## config.mk

```make
export PLATFORM = sky130hd
export DESIGN_NAME = uart_rx_axis
export DESIGN_NICKNAME = d
export VERILOG_FILES = /design/src/rtl/uart_rx_axis.sv
export SDC_FILE = /design/constraint.sdc
export NUM_CORES = 1
export LEC_CHECK = 0
export BUFFER_PORTS_ARGS = -buffer_cell sky130_fd_sc_hd__buf_2
export CELL_PAD_IN_SITES_DETAIL_PLACEMENT = 2
export CELL_PAD_IN_SITES_GLOBAL_PLACEMENT = 2
export CORE_AREA = 2 2 85 87
export DETAILED_ROUTE_END_ITERATION = 12
export DIE_AREA = 0 0 87 89
export PLACE_DENSITY_LB_ADDON = 0.3
export SLEW_MARGIN = 25
export SYNTH_ARGS = -nofsm -noshare
export SYNTH_HDL_FRONTEND = slang
export SYNTH_SLANG_ARGS = --single-unit
```

## constraint.sdc

```tcl
create_clock -name i_clk -period 1.95 [get_ports i_clk]
set_input_delay 0.195 -clock i_clk [delete_from_list [all_inputs] [get_ports i_clk]]
set_output_delay 0.195 -clock i_clk [all_outputs]
set_load 0.1 [all_outputs]
```

## src/rtl/uart_rx_axis.sv

```systemverilog
// uart_rx_axis: parametrised UART receiver with an AXI4-Stream master output.
//
// Deserialises an asynchronous, idle-high RxD line (DATA_BITS data bits sent
// LSB first, optional odd/even parity, 1 or 2 stop bits). Each completed
// frame becomes one word in a single-entry output register.
//
// Handshake: a beat transfers on a rising i_clk edge where
// o_m_axis_tvalid & i_m_axis_tready. While tvalid is high and tready is low,
// tdata/tuser hold still. The receiver never waits on tready: a frame that
// completes while the register is full and not being drained is dropped, and
// the next word that does load carries overrun = 1.
//
// Ports:
//   i_clk            system clock (rising edge)
//   i_rst_n          asynchronous active-low reset; aborts any frame in flight
//   i_rxd            asynchronous serial input, idle high
//   o_m_axis_tvalid  word available
//   i_m_axis_tready  consumer accepts word
//   o_m_axis_tdata   received data word
//   o_m_axis_tuser   {overrun, parity_err, framing_err} of this word
//   o_busy           FSM outside IDLE
//   o_break          line held low through a whole frame, until it goes high
//   o_dbg_state      current FSM state encoding, for observation only
module uart_rx_axis #(
    parameter int CLKS_PER_BIT = 87,
    parameter int DATA_BITS    = 8,
    parameter int PARITY       = 0,
    parameter int STOP_BITS    = 1,
    parameter int SYNC_STAGES  = 2
) (
    input  logic                 i_clk,
    input  logic                 i_rst_n,
    input  logic                 i_rxd,
    output logic                 o_m_axis_tvalid,
    input  logic                 i_m_axis_tready,
    output logic [DATA_BITS-1:0] o_m_axis_tdata,
    output logic [2:0]           o_m_axis_tuser,
    output logic                 o_busy,
    output logic                 o_break,
    output logic [2:0]           o_dbg_state
);

    localparam int CNT_W = $clog2(CLKS_PER_BIT);
    localparam int HALF  = CLKS_PER_BIT / 2;

    typedef enum logic [2:0] {
        S_IDLE, S_START, S_DATA, S_PARITY, S_STOP, S_BREAK
    } state_t;

    state_t state_q, state_d;

    logic [SYNC_STAGES-1:0] sync_q;
    logic                   rxs;
    logic [CNT_W-1:0]       clk_cnt_q, clk_cnt_d;
    logic [3:0]             bit_cnt_q, bit_cnt_d;

    // Strobes from the FSM to the datapath.
    logic start_ok, sample_data, sample_par, sample_stop, frame_end;

    logic [DATA_BITS-1:0] shift_q;
    logic                 all_zero_q, parity_err_q, framing_q;
    logic                 done_q, done_pe_q, done_fe_q;
    logic [DATA_BITS-1:0] done_data_q;
    logic                 overrun_q;

    assign rxs         = sync_q[SYNC_STAGES-1];
    assign o_busy      = (state_q != S_IDLE);
    assign o_dbg_state = state_q;

    always_ff @(posedge i_clk or negedge i_rst_n) begin
        if (!i_rst_n) begin
            sync_q    <= '1;
            state_q   <= S_IDLE;
            clk_cnt_q <= '0;
            bit_cnt_q <= '0;
        end else begin
            sync_q    <= {sync_q[SYNC_STAGES-2:0], i_rxd};
            state_q   <= state_d;
            clk_cnt_q <= clk_cnt_d;
            bit_cnt_q <= bit_cnt_d;
        end
    end

    // clk_cnt counts cycles since entering a bit; a sample is taken when it
    // reaches the end of the interval, then it restarts for the next bit.
    always_comb begin
        state_d     = state_q;
        clk_cnt_d   = clk_cnt_q + 1'b1;
        bit_cnt_d   = bit_cnt_q;
        start_ok    = 1'b0;
        sample_data = 1'b0;
        sample_par  = 1'b0;
        sample_stop = 1'b0;
        frame_end   = 1'b0;
        case (state_q)
            S_IDLE: begin
                clk_cnt_d = '0;
                if (!rxs) begin
                    state_d   = S_START;
                    bit_cnt_d = '0;
                end
            end
            S_START: begin
                if (clk_cnt_q == CNT_W'(HALF - 1)) begin
                    clk_cnt_d = '0;
                    if (rxs) begin
                        state_d = S_IDLE;
                    end else begin
                        state_d  = S_DATA;
                        start_ok = 1'b1;
                    end
                end
            end
            S_DATA: begin
                if (clk_cnt_q == CNT_W'(CLKS_PER_BIT - 1)) begin
                    clk_cnt_d   = '0;
                    sample_data = 1'b1;
                    if (bit_cnt_q == 4'(DATA_BITS - 1)) begin
                        bit_cnt_d = '0;
                        state_d   = (PARITY != 0) ? S_PARITY : S_STOP;
                    end else begin
                        bit_cnt_d = bit_cnt_q + 1'b1;
                    end
                end
            end
            S_PARITY: begin
                if (clk_cnt_q == CNT_W'(CLKS_PER_BIT - 1)) begin
                    clk_cnt_d  = '0;
                    sample_par = 1'b1;
                    bit_cnt_d  = '0;
                    state_d    = S_STOP;
                end
            end
            S_STOP: begin
                if (clk_cnt_q == CNT_W'(CLKS_PER_BIT - 1)) begin
                    clk_cnt_d   = '0;
                    sample_stop = 1'b1;
                    if (bit_cnt_q == 4'(STOP_BITS - 1)) begin
                        frame_end = 1'b1;
                        state_d   = (all_zero_q && !rxs) ? S_BREAK : S_IDLE;
                    end else begin
                        bit_cnt_d = bit_cnt_q + 1'b1;
                    end
                end
            end
            S_BREAK: begin
                clk_cnt_d = '0;
                if (rxs) state_d = S_IDLE;
            end
            default: state_d = S_IDLE;
        endcase
    end

    // Frame datapath. The finished word is staged in done_* so the output
    // register loads exactly one cycle after the final stop sample.
    always_ff @(posedge i_clk or negedge i_rst_n) begin
        if (!i_rst_n) begin
            shift_q      <= '0;
            all_zero_q   <= 1'b0;
            parity_err_q <= 1'b0;
            framing_q    <= 1'b0;
            done_q       <= 1'b0;
            done_data_q  <= '0;
            done_pe_q    <= 1'b0;
            done_fe_q    <= 1'b0;
            o_break      <= 1'b0;
        end else begin
            done_q <= 1'b0;
            if (start_ok) begin
                all_zero_q   <= 1'b1;
                parity_err_q <= 1'b0;
                framing_q    <= 1'b0;
            end
            if (sample_data) begin
                shift_q    <= {rxs, shift_q[DATA_BITS-1:1]};
                all_zero_q <= all_zero_q & ~rxs;
            end
            if (sample_par) begin
                parity_err_q <= ((^shift_q) ^ rxs) != (PARITY == 1);
                all_zero_q   <= all_zero_q & ~rxs;
            end
            if (sample_stop) begin
                framing_q  <= framing_q | ~rxs;
                all_zero_q <= all_zero_q & ~rxs;
            end
            if (frame_end) begin
                done_q      <= 1'b1;
                done_data_q <= shift_q;
                done_pe_q   <= parity_err_q;
                done_fe_q   <= framing_q | ~rxs;
                if (all_zero_q && !rxs) o_break <= 1'b1;
            end
            if (state_q == S_BREAK && rxs) o_break <= 1'b0;
        end
    end

    // Single-entry AXIS output register with overrun tracking.
    always_ff @(posedge i_clk or negedge i_rst_n) begin
        if (!i_rst_n) begin
            o_m_axis_tvalid <= 1'b0;
            o_m_axis_tdata  <= '0;
            o_m_axis_tuser  <= '0;
            overrun_q       <= 1'b0;
        end else begin
            if (o_m_axis_tvalid && i_m_axis_tready) o_m_axis_tvalid <= 1'b0;
            if (done_q) begin
                if (!o_m_axis_tvalid || i_m_axis_tready) begin
                    o_m_axis_tvalid <= 1'b1;
                    o_m_axis_tdata  <= done_data_q;
                    o_m_axis_tuser  <= {overrun_q, done_pe_q, done_fe_q};
                    overrun_q       <= 1'b0;
                end else begin
                    overrun_q <= 1'b1;
                end
            end
        end
    end

endmodule

```

# [After elaboration in Yosys (flattened, before gate mapping)]
# Cells that the tools add are included.
[word_totals] input_bits=4 word_cells=108 register_bits=52
[op_classes] bitwise=4 muxes=46 add_sub_neg=2 reduce_logical=22 eq_ne=17
[op_table] cell="3-bit 2-to-1 mux" n=9
[op_table] cell="1-bit 2-to-1 mux" n=25
[op_table] cell="4-bit 2-to-1 mux" n=6
[op_table] cell="7-bit case mux with 3 select lines" n=1
[op_table] cell="2-bit != test (second input constant)" n=9
[op_table] cell="3-bit case mux with 6 select lines" n=1
[op_table] cell="4-bit case mux with 4 select lines" n=1
[op_table] cell="7-bit 2-to-1 mux" n=2
[op_table] cell="8-bit AND reduction" n=1
[op_table] cell="2-bit nonzero test" n=4
[op_table] cell="4-bit nonzero test" n=2
[op_table] cell="8-bit XOR reduction" n=1
[op_table] cell="7-bit by 1-bit adder with 7-bit output (second input constant)" n=1
[op_table] cell="7-bit by 6-bit equality test with 1-bit output (second input constant)" n=1
[op_table] cell="7-bit equality test (second input constant)" n=1
[op_table] cell="3-bit by 2-bit equality test with 1-bit output (second input constant)" n=2
[op_table] cell="3-bit equality test (second input constant)" n=2
[op_table] cell="6-bit AND reduction" n=1
[op_table] cell="4-bit by 1-bit adder with 4-bit output (second input constant)" n=1
[op_table] cell="4-bit by 3-bit equality test with 1-bit output (second input constant)" n=1
[op_table] cell="4-bit logical NOT" n=1
[op_table] cell="2-bit AND reduction" n=2
[op_table] cell="3-bit by 1-bit equality test with 1-bit output (second input constant)" n=1
[op_table] cell="1-bit logical AND" n=3
[op_table] cell="other kinds (11)" n=12

# [Logic depth before layout (Yosys ltp)]
[depth] ltp_word=7 ltp_mapped=9

# [Least setup slack after synthesis]
# Ideal clock, no wire load.
[synth_timing] path_type="reg2reg" startpoint="register state_q[0] (netlist: o_dbg_state[0])" endpoint="register state_q[0] (netlist: o_dbg_state[0])" path_stages_with_launch=6 synth_period_minus_slack_ns=2.655 setup_slack_ns=-0.705 t_arrival_ns=2.530 t_required_ns=1.825 path_cell_list="dfrtp_1 clkbuf_1 inv_1 nand2_1 nand2_1 mux2_2"
[synth_between] elab_chain_cells=3 elab_cells_between_ends=16 classes_between="eq/ne: 13; mux: 1; reduce/logical: 2"
[synth_rtl] element="from (decl)" line="50" text="state_t state_q, state_d;"
[synth_rtl] element="from (signal assigned)" line="78" text="state_q <= state_d;"
[synth_rtl] element="3-bit equality test (tied with other cells)" line="95" text="case (state_q)"
[synth_rtl] element="2-bit != test (no line)"
[synth_rtl] element="8-bit AND reduction (no line)"
# Parallel ways exist; a longest one is shown, timed or not.
# A chain may end at the register's enable or synchronous reset.

# [Worst setup path in the final report]
[layout_timing] startpoint="register clk_cnt_q[0]" endpoint="register shift_q[1]"
[layout_between] elab_chain_cells=3
[layout_rtl] element="from (decl)" line="54" text="logic [CNT_W-1:0] clk_cnt_q, clk_cnt_d;"
[layout_rtl] element="from (signal assigned)" line="79" text="clk_cnt_q <= clk_cnt_d;"
[layout_rtl] element="7-bit equality test" line="115" text="if (clk_cnt_q == CNT_W'(CLKS_PER_BIT - 1)) begin"
[layout_rtl] element="1-bit 2-to-1 mux" line="115"
[layout_rtl] element="1-bit 2-to-1 mux" line="95"
[layout_rtl] element="to (signal assigned)" line="175" text="shift_q <= {rxs, shift_q[DATA_BITS-1:1]};"
[layout_rtl] element="to (decl)" line="60" text="logic [DATA_BITS-1:0] shift_q;"
# Every way passes these cells.

==> results.md <==
- Outcome: finished, violations left
- Failing checks: setup timing
- Root buffer cell: clkbuf_8
- Dpl cells: 316
- Clock Skew: 5.82 ps
- GRT Total Usage: 16.0%
- DR vias: 1662
- Final nets: 255
- First DRT Iteration DRCs: 25
- Switching power: 1060 µW
- Sequential Power Share: 40.2%
- Post-synth EDFFs: 0
- Die footprint: 0.00774 mm²
- Hold Path Class: in -> reg
- Seq/Total Area, Yosys: 54.0%
- Syn_nets: 204
- Area delta synth->final: 27.2%
- First-pass GRT wire length: 9.40 mm
- Grt total ovfl: 0
- Num rows: 30
- YS warnings: 0
- Reg-to-reg slack, setup: -5 ps
- CP max FO: 8
- H-tree levels: 2
- Share of cells above drive strength 1: 46.0%
- Final cell count without fillers: 328
- Vias in the first global route: 1884
- IO buf count: 20
- Initial antenna violation count: 0
- Die height: 89 µm
- Final Hold Fails: 0
- Global Route met3 Usage: 2.77%
- Net Sw Frac: 35.6%
- WP data required: 2160 ps
- Starting Density: 35.9%
- Count of final max-slew check failures: 0
- Max incr delay on CP: 390 ps
- Bufs on Longest Clock Path: 2
- Hpwl dp: 4.10 mm
- GPL Wtd Cong: 0.748
- Max Freq: 511 MHz
- Worst R2R End: shift_q[1]$_DFFE_PN0P_
- Setup ws final: -5.29 ps
- Distinct cells, synth: 44
- Most used routing layer in global routing: met2
- Drt drc: 0
- CTS tree: done
- Yosys reg bits: 52
- Post-synth top flop: dfrtp_1
- Pwr dens: 971 mW/mm²
- Routed len/inst: 16.8 µm
- Clock Power Share: 25.9%
- Met2 Track Usage GR: 28.8%
- Worst setup SP type: flip-flop
- Period minus WS final: 1960 ps
- CP bufs+invs: 3
- Pin count of the biggest net entering global routing: 24
- FF-to-FF Start: clk_cnt_q[0]$_DFF_PN0_
- Mean Syn Cell Area: 12.3 µm²
- Chip width: 87 µm
- Total CTS buffers: 5
- Clock-pin slew on the worst setup and hold paths: 100 ps
- Setup Viol. Count Final: 4
- Critical Path, Cell by Cell: inv_1 > ha_2 > nand4b_1 > or2_4 > buf_4 > nor3_4 > buf_12 > mux2_2
- Worst slew pin tran: 583 ps
- Logic pwr share: 33.9%
- Peak supply drop: 0.000897 V
- Via/cell ratio: 5.07
- Hold worst-path end: o_m_axis_tvalid$_DFF_PN0_
- Top delay family on crit path: simple AND/OR/NAND/NOR gates
- Critical Path AT: 2160 ps
- Asr flop ratio synth: 100%
- Internal: 1920 µW
- Hold depth: 3
- N_diodes: 0
- Worst Setup End Kind: flip-flop
- MaxCap Viol Count: 0
- # IOs: 21
- Kind of critical path: reg -> reg
- Post-synthesis cell area: 0.00241 mm²
- Worst-Skew Late Latency: 310 ps
- Clock sinks: 52
- Tcrit/Tclk final: 100%
- Core Region: 0.00672 mm²
- Leak Pwr: 0.00144 µW
- Post-Synthesis Cells: 196
- Post-route ant nets: 0
- Unrepaired setup endpoints after global routing: true
- Met1 Usage GRT: 19.6%
- CP max-delay cell: dfrtp_1
- Critical hold path startpoint: i_m_axis_tready
- Worst relative slew slack: 61.1%
- Final hold slack: 152 ps
- Pwr Total: 2980 µW
- Reg2reg path depth: 8
- Total routed wirelength: 5.50 mm
- First-pass DRT Iterations: 4
==> layout make-up <==
cell class	instances	area, µm²
inverters	6	22.5
multi-input cells	131	1140
clock inverters	3	46.3
fillers	690	3650
well taps	80	100
flip-flops and latches	52	1320
repair buffers	51	379
clock buffers	5	68.8
==> synthesized netlist by cell type (2+ instances only) <==
cell type	n	share of area, %
dfrtp_1	50	52
mux2_2	24	11
nand2_1	13	2.0
nor2_1	13	2.0
nand2b_1	10	2.6
xnor2_1	10	3.6
nand3_1	7	1.5
o21ai_0	7	1.5
inv_1	6	0.93
mux2_4	6	3.7
a21oi_1	4	0.83
clkbuf_1	4	0.62
ha_1	4	2.1
xor2_1	3	1.1
a31oi_1	2	0.52
buf_6	2	0.93
dfstp_2	2	2.2
nand3b_1	2	0.62
o21a_1	2	0.62
==> through the flow <==
step	util (%)	setup WS [ps]	TNS (ps)	area, µm²
6_report	45.7	-5.29	-10.3	3070
5_1_grt	45.7	-107	-2330	3070
4_1_cts	45.0	-50.3	-684	3020
3_5_place_dp	42.4	-117	-1970	2850
3_3_place_gp	42.4	-34.6	-282	2850
2_1_floorplan	-	-82.4	-531	2460
==> worst min-delay path, stage by stage <==
cell and delay, ps:
buf_2 70, nand2b_1 110, nand2b_1 60
==> kinds of logic (layout without fill, tap and decap cells) <==
family,count (synthesis),in the layout,share of synthesized area (%)
simple gates,60,60,14.6
flops,52,52,54.0
mux,30,30,14.9
compound gates,24,24,6.99
xor+xnor,13,13,4.72
buf+inv,13,65,2.69
fa+ha+maj,4,4,2.07
==> power groups by stage <==
| stage | sequential [µW] | clock (µW) | combinational [µW] |
|---|---|---|---|
| floorplan | 1350 | 0 | 485 |
| global placement | 1210 | 0 | 913 |
| detailed placement | 1220 | 0 | 931 |
| CTS | 1200 | 806 | 988 |
| global route | 1210 | 852 | 1100 |
| finish | 1200 | 771 | 1010 |
==> what timing repair did <==
item                                    in CTS  in global routing
setup buffers                                1                  1
hold buffers                                 2                  0
pin swaps                                    4                  6
resized for setup                            7                 10
hold endpoints to repair                    20                  0
endpoints found under the setup margin      27                 27
==> how the worst max path moves through the flow <==
stage,endpoint,cells after the start,start,slack (ps)
after floorplan,done_data_q[3]$_DFFE_PN0P_,8,clk_cnt_q[0]$_DFF_PN0_,-80
after CTS,done_data_q[0]$_DFFE_PN0P_,7,clk_cnt_q[0]$_DFF_PN0_,-50
after global placement,shift_q[0]$_DFFE_PN0P_,8,clk_cnt_q[0]$_DFF_PN0_,-30
after global routing,done_data_q[4]$_DFFE_PN0P_,7,clk_cnt_q[0]$_DFF_PN0_,-110
final,shift_q[1]$_DFFE_PN0P_,8,clk_cnt_q[0]$_DFF_PN0_,-5
after detailed placement,shift_q[2]$_DFFE_PN0P_,8,clk_cnt_q[0]$_DFF_PN0_,-120
==> sequential cells by signal, summed over array words and instances (netlist names) <==
signal and count:
all_zero_q 1, framing_q 1, o_m_axis_tvalid 1, clk_cnt_q 7, done_pe_q 1, done_q 1
o_m_axis_tuser 3, o_dbg_state 3, bit_cnt_q 4, o_break 1, done_data_q 8, overrun_q 1
shift_q 8, parity_err_q 1, done_fe_q 1, o_m_axis_tdata 8, sync_q 2
==> cells in the final DEF (no fill, tap or decap), types with 5 or more instances in the layout <==
cell / instances
nor2_1: 12
xnor2_1: 10
mux2_4: 11
buf_4: 25
nand2_1: 11
inv_1: 6
nand2b_1: 8
clkbuf_8: 5
mux2_2: 19
o21ai_0: 6
nand3_1: 6
dfrtp_1: 46
buf_2: 20
==> layer usage <==
layer | up-vias | routed length (µm)
met1 | 854 | 2460
met5 | - | 0
met2 | 24 | 2830
met3 | 6 | 129
met4 | 0 | 80
li1 | 778 | -
(Power assumes the default switching activity.)
